### src/rtl/csi2_lane_sequencer.sv
// Single-lane CSI-2 packet framer behind an HS byte receiver; CRC check built only with CSI2_CRC_CHECK_EN.
// Latency: every output is registered one cycle after the rx_enable (or gap expiry) that causes it.
// Backpressure: none; bytes are consumed as they arrive and rx_reset re-arms the receiver after each packet.
module csi2_lane_sequencer #(
    parameter int unsigned RESET_CYCLES   = 4,
    parameter int unsigned TIMEOUT_CYCLES = 64
) (
    input  logic        clock,
    input  logic        reset_n,
    input  logic [7:0]  rx_data,
    input  logic        rx_enable,
    output logic        rx_reset,
    output logic [7:0]  data_id,
    output logic [15:0] word_count,
    output logic        short_valid,
    output logic [7:0]  payload,
    output logic        payload_valid,
    output logic        packet_done,
    output logic        error
);

    typedef enum logic [2:0] {S_IDLE, S_HEADER, S_PAYLOAD, S_FOOTER, S_FLUSH} state_t;

    localparam logic [7:0] GAP_LAST   = 8'(TIMEOUT_CYCLES - 1);
    localparam logic [3:0] FLUSH_LOAD = 4'(RESET_CYCLES - 1);

    state_t      state_q, state_d;
    logic [1:0]  hdr_cnt_q, hdr_cnt_d;
    logic [15:0] byte_cnt_q, byte_cnt_d;
    logic        ftr_cnt_q, ftr_cnt_d;
    logic [7:0]  gap_q, gap_d;
    logic [3:0]  flush_cnt_q, flush_cnt_d;
    logic        rx_reset_q, rx_reset_d;
    logic [7:0]  data_id_q, data_id_d;
    logic [15:0] word_count_q, word_count_d;
    logic        short_valid_q, short_valid_d;
    logic [7:0]  payload_q, payload_d;
    logic        payload_valid_q, payload_valid_d;
    logic        packet_done_q, packet_done_d;
    logic        error_q, error_d;
    logic        gap_active, timeout, go_flush;

`ifdef CSI2_CRC_CHECK_EN
    logic [15:0] crc_q, crc_d;
    logic [7:0]  crc_lo_q, crc_lo_d;

    function automatic logic [15:0] crc16_byte(input logic [15:0] c, input logic [7:0] d);
        logic [15:0] r;
        r = c;
        for (int i = 0; i < 8; i++) begin
            if (r[0] ^ d[i]) r = (r >> 1) ^ 16'h8408;
            else             r = r >> 1;
        end
        return r;
    endfunction
`endif

    always_comb begin
        state_d         = state_q;
        hdr_cnt_d       = hdr_cnt_q;
        byte_cnt_d      = byte_cnt_q;
        ftr_cnt_d       = ftr_cnt_q;
        flush_cnt_d     = flush_cnt_q;
        rx_reset_d      = rx_reset_q;
        data_id_d       = data_id_q;
        word_count_d    = word_count_q;
        payload_d       = payload_q;
        short_valid_d   = 1'b0;
        payload_valid_d = 1'b0;
        packet_done_d   = 1'b0;
        error_d         = 1'b0;
        go_flush        = 1'b0;
`ifdef CSI2_CRC_CHECK_EN
        crc_d           = crc_q;
        crc_lo_d        = crc_lo_q;
`endif
        // A byte landing on the expiry cycle clears the gap instead of aborting.
        gap_active = (state_q == S_HEADER) || (state_q == S_PAYLOAD) || (state_q == S_FOOTER);
        timeout    = gap_active && !rx_enable && (gap_q >= GAP_LAST);
        gap_d      = 8'd0;
        if (gap_active && !rx_enable && (gap_q < GAP_LAST)) gap_d = gap_q + 8'd1;

        case (state_q)
            S_IDLE: begin
                rx_reset_d = 1'b0;
                if (rx_enable) begin
                    data_id_d = rx_data;
                    hdr_cnt_d = 2'd1;
                    state_d   = S_HEADER;
                end
            end
            S_HEADER: begin
                if (rx_enable) begin
                    hdr_cnt_d = hdr_cnt_q + 2'd1;
                    case (hdr_cnt_q)
                        2'd1: word_count_d[7:0]  = rx_data;
                        2'd2: word_count_d[15:8] = rx_data;
                        default: begin
                            if (data_id_q[5:0] <= 6'h0F) begin
                                short_valid_d = 1'b1;
                                go_flush      = 1'b1;
                            end else if (word_count_q == 16'd0) begin
                                ftr_cnt_d = 1'b0;
                                state_d   = S_FOOTER;
                            end else begin
                                byte_cnt_d = word_count_q;
                                state_d    = S_PAYLOAD;
                            end
`ifdef CSI2_CRC_CHECK_EN
                            crc_d = 16'hFFFF;
`endif
                        end
                    endcase
                end else if (timeout) begin
                    error_d  = 1'b1;
                    go_flush = 1'b1;
                end
            end
            S_PAYLOAD: begin
                if (rx_enable) begin
                    payload_d       = rx_data;
                    payload_valid_d = 1'b1;
                    byte_cnt_d      = byte_cnt_q - 16'd1;
`ifdef CSI2_CRC_CHECK_EN
                    crc_d = crc16_byte(crc_q, rx_data);
`endif
                    if (byte_cnt_q == 16'd1) begin
                        ftr_cnt_d = 1'b0;
                        state_d   = S_FOOTER;
                    end
                end else if (timeout) begin
                    error_d  = 1'b1;
                    go_flush = 1'b1;
                end
            end
            S_FOOTER: begin
                if (rx_enable) begin
                    if (!ftr_cnt_q) begin
                        ftr_cnt_d = 1'b1;
`ifdef CSI2_CRC_CHECK_EN
                        crc_lo_d = rx_data;
`endif
                    end else begin
`ifdef CSI2_CRC_CHECK_EN
                        if ({rx_data, crc_lo_q} == crc_q) packet_done_d = 1'b1;
                        else                              error_d       = 1'b1;
`else
                        packet_done_d = 1'b1;
`endif
                        go_flush = 1'b1;
                    end
                end else if (timeout) begin
                    error_d  = 1'b1;
                    go_flush = 1'b1;
                end
            end
            S_FLUSH: begin
                if (flush_cnt_q == 4'd0) begin
                    rx_reset_d = 1'b0;
                    state_d    = S_IDLE;
                end else begin
                    flush_cnt_d = flush_cnt_q - 4'd1;
                end
            end
            default: state_d = S_IDLE;
        endcase

        if (go_flush) begin
            state_d     = S_FLUSH;
            rx_reset_d  = 1'b1;
            flush_cnt_d = FLUSH_LOAD;
        end
    end

    always_ff @(posedge clock) begin
        if (!reset_n) begin
            state_q         <= S_IDLE;
            hdr_cnt_q       <= 2'd0;
            byte_cnt_q      <= 16'd0;
            ftr_cnt_q       <= 1'b0;
            gap_q           <= 8'd0;
            flush_cnt_q     <= 4'd0;
            rx_reset_q      <= 1'b1;
            data_id_q       <= 8'd0;
            word_count_q    <= 16'd0;
            short_valid_q   <= 1'b0;
            payload_q       <= 8'd0;
            payload_valid_q <= 1'b0;
            packet_done_q   <= 1'b0;
            error_q         <= 1'b0;
`ifdef CSI2_CRC_CHECK_EN
            crc_q           <= 16'hFFFF;
            crc_lo_q        <= 8'd0;
`endif
        end else begin
            state_q         <= state_d;
            hdr_cnt_q       <= hdr_cnt_d;
            byte_cnt_q      <= byte_cnt_d;
            ftr_cnt_q       <= ftr_cnt_d;
            gap_q           <= gap_d;
            flush_cnt_q     <= flush_cnt_d;
            rx_reset_q      <= rx_reset_d;
            data_id_q       <= data_id_d;
            word_count_q    <= word_count_d;
            short_valid_q   <= short_valid_d;
            payload_q       <= payload_d;
            payload_valid_q <= payload_valid_d;
            packet_done_q   <= packet_done_d;
            error_q         <= error_d;
`ifdef CSI2_CRC_CHECK_EN
            crc_q           <= crc_d;
            crc_lo_q        <= crc_lo_d;
`endif
        end
    end

    assign rx_reset      = rx_reset_q;
    assign data_id       = data_id_q;
    assign word_count    = word_count_q;
    assign short_valid   = short_valid_q;
    assign payload       = payload_q;
    assign payload_valid = payload_valid_q;
    assign packet_done   = packet_done_q;
    assign error         = error_q;

endmodule
### config.mk
export PLATFORM = sky130hd
export DESIGN_NAME = csi2_lane_sequencer
export DESIGN_NICKNAME = d
export VERILOG_FILES = /design/src/rtl/csi2_lane_sequencer.sv
export SDC_FILE = /design/constraint.sdc
export NUM_CORES = 1
export LEC_CHECK = 0
export CORE_ASPECT_RATIO = 0.9
export CORE_UTILIZATION = 30
export CTS_CLUSTER_SIZE = 20
export DETAILED_ROUTE_END_ITERATION = 10
export GPL_TIMING_DRIVEN = 0
export PLACE_DENSITY_LB_ADDON = 0.15
export SYNTH_ARGS = -nofsm -noshare
export SYNTH_HDL_FRONTEND = slang
export SYNTH_SLANG_ARGS = --single-unit
### constraint.sdc
create_clock -name clock -period 3.6 [get_ports clock]
set_input_delay 0.72 -clock clock [delete_from_list [all_inputs] [get_ports clock]]
set_output_delay 0.72 -clock clock [all_outputs]
set_load 0.005 [all_outputs]
==> summary.md <==
| Metric | Value |
|---|---|
| Num CTS Buffers | 9 |
| Yosys top cell by area | dfxtp_1 |
| Synth unique cells | 57 |
| Layout Nets | ~480 |
| Inserted Diodes | 0 |
| Cells after DPL | 578 |
| Worst EP arrival | around 2.3 ns |
| Post-CTS Resized | 0 |
| Slew Limit Headroom | between 30% and 40% |
| Area delta synth->final | 29.7% |
| DIE AREA | approximately 0.011 sq mm |
| Hold_ws | 0.447 ns |
| Final setup fails | 0 |
| Synth warnings | 0 |
| Worst setup EP type | flip-flop |
| Crit Path Category | in -> reg |
| Global-route wire length before repair | ~15000 microns |
| GRT Overall Usage | 17.9% |
| R2R cell count | 7 |
| Violated checks | design-rule violations |
| Slack of the critical path | roughly 1.5 ns |
| Drt first pass iters | 8 |
| Critical path fanouts, max | 10 |
| Largest net degree at the start of global routing | 15 |
| Drt via density | about 5.2 |
| Routed Antenna Nets | 0 |
| Endpoint, Worst Hold | gap_q[0] |
| CTS HTree Levels | 3 |
| Clk_lat worst skew | between 0.3 and 0.4 ns |
| Prevailing post-synth register cell | dfxtp_1 |
| Final setup skew | around 0.0073 ns |
| Max-slew violation count | 0 |
| Place WS | between 1 and 1.5 ns |
| Worst R2R Setup Slack | approximately 1.5 ns |
| Mapped Area | 0.00321 sq mm |
| Port bufs | 46 |
| Max Freq | between 400 and 500 MHz |
| Hold Crit Class | reg -> reg |
| Critical R2R Launch | byte_cnt_q[1] |
| Max cap viols | 0 |
| Run status | finished, violations left |
| Syn Inst Count | 402 |
| Via count | between 3000 and 4000 |
| Flop pwr share | between 30% and 40% |
| Maximum clock insertion buffer count | 2 |
| Pleak | between 1 and 1.5 nW |
| Seq/Total Area, Yosys | between 40% and 50% |
| Post-synth EDFFs | 0 |
| Initial antenna violation count | 0 |
| Core Area | 0.0103 sq mm |
| Std cell rows | 35 |
| Clock power share | a little over two fifths |
| Fill cells | between 1000 and 1500 |
| Vias in the first global route | just under 3000 |
| Logic pwr share | 18.0% |
| Share of cells above drive strength 1 | ~8% |
| Multi-input gate area | around 0.0016 sq mm |
| Startpoint types | input pin |
| Worst endpoint required time | around 3.8 ns |
| Top post-synthesis cells by area | dfxtp_1 (44%), a21oi_1 (9.0%), nand2_1 (8.1%), nor2_1 (4.2%), nand3_1 (3.4%) |
| Synth cell count leaders | dfxtp_1 (71), nand2_1 (69), a21oi_1 (58) |
| Clk slew on worst S/H paths | ~0.060 ns |
| Gr ovfl total | 0 |
| Final Cycle Share | about three fifths |
| Setup TNS | 0 ns |
| DRC viols | 5 |
| Switching Fraction | between 20% and 30% |
| Hold Path Cell Cnt | 1 |
| Register area | 0.00142 sq mm |
| Post-synth ARST share | 0% |
| Routability cong. | between 0.8 and 0.9 |
| Final hold vios | 0 |
| # hold bufs at CTS | 0 |
| DIE WIDTH | between 100 and 150 microns |
| Setup Fix Bufs, Post-CTS | 0 |
| Initial Utilization | 31.0% |
| Worst vdd rail ir drop | between 200 and 250 uV |
| Placed wire-length estimate | a little under 7000 microns |
| # IOs | 48 |
| Top-count cell post-synth | dfxtp_1 |
| Routed WL | between 9000 and 10000 microns |
| Unrepaired setup endpoints after global routing | no |
| Area fraction of the dominant cell type after synthesis | about 44% |
| Fin cells | 594 |
| FF+latch count, synth | a little over 70 |
| Die Y | 100 microns |
| Syn avg cell area | about 8.0 sq um |
| Internal | approximately 1.6 mW |
| Power Density | about 540 mW/mm^2 |
| Clk sinks | just over 70 |
| Worst Tran Pin Value | 0.968 ns |
| Root buffer cell | clkbuf_16 |
| Starting DRC count in detailed routing | 145 |
| Psw | ~0.65 mW |
| Per-cell routed wire length | 16.1 microns |
| CTS tree | built |
| Reg-to-Reg End | ftr_cnt_q |
| Period minus WS final | between 2 and 2.5 ns |
| Hold path start | gap_q[0] |
sequential cells by signal, indices dropped and copies added, names as in the netlist:
signal / cells
byte_cnt_q: 16
data_id: 8
error: 1
flush_cnt_q: 4
ftr_cnt_q: 1
gap_q: 8
hdr_cnt_q: 2
packet_done: 1
payload: 8
payload_valid: 1
rx_reset: 1
short_valid: 1
state_q: 3
word_count: 16
layer usage:
metal / part of all wire, % / global-route usage [%] / vias up
li1: - / - / 1544
met1: 49 / 24.1 / 1464
met2: 44 / 27.8 / 92
met3: 6.6 / 5.07 / 12
met4: 1.4 / 5.69 / 0
met5: 0 / 0 / -
logic make-up (layout without fill, tap and decap cells):
logic type,count (synthesis),count (layout),share of synthesized area (%)
compound gates,104,104,19.4
xor+xnor,6,6,1.64
fa+ha+maj,6,6,2.34
buf+inv,37,99,4.88
flops,71,71,44.3
mux,2,2,0.624
other cells,1,2,0.117
simple gates,175,175,26.7
layout make-up:
| type | instances | share of cell area [%] |
|---|---|---|
| Tap cell | 129 | 3.88 |
| Clock inverter | 7 | 2.44 |
| Buffer | 25 | 2.68 |
| Clock buffer | 9 | 5.41 |
| Multi-Input combinational cell | 295 | 39.3 |
| Sequential cell | 71 | 34.2 |
| Timing Repair Buffer | 46 | 11.1 |
| Inverter | 12 | 1.08 |
how the worst max path moves through the flow:
stage | from | to | slack [ns] | cells past startpoint
2_1_floorplan | rx_enable | byte_cnt_q[0] | 1.58 | 7
3_3_place_gp | rx_enable | byte_cnt_q[0] | 1.13 | 7
3_5_place_dp | rx_enable | byte_cnt_q[0] | 1.13 | 7
4_1_cts | rx_enable | byte_cnt_q[0] | 1.48 | 7
5_1_grt | rx_enable | byte_cnt_q[0] | 1.22 | 7
6_report | rx_enable | byte_cnt_q[0] | 1.46 | 7
layout by cell type (no fill, tap or decap), types with 7 or more instances in the layout:
master and instances:
buf_2 10, nor3_1 7, nor2_1 36, nand2_1 69, clkbuf_1 13, nand3_1 22, a21oi_1 58, nor4_1 9
clkbuf_16 9, dfxtp_1 71, clkdlybuf4s50_1 46, inv_1 9
power by group through the flow:
stage / Sequential [mW] / Clock (mW) / Combinational (mW)
after global placement: 0.892 / 0 / 0.402
after floorplan: 0.886 / 0 / 0.254
final: 0.875 / 0.979 / 0.408
after detailed placement: 0.892 / 0 / 0.404
after global routing: 0.881 / 1.04 / 0.453
after CTS: 0.875 / 1.00 / 0.407
stage by stage:
step	area [sq um]	power, mW	utilization [%]
global placement	3830	1.29	37.1
CTS	4160	2.28	40.3
floorplan	3210	1.14	-
finish	4160	2.26	40.3
global route	4160	2.37	40.3
detailed placement	3830	1.30	37.1
worst max-delay path, stage by stage:
cell and delay, ns:
clkbuf_1 0.32, nand4bb_1 0.32, nor2_1 0.27, a21oi_1 0.16, buf_2 0.23, a211oi_1 0.25
nor3_1 0.07
No activity file was read; power rests on OpenSTA's default activity.
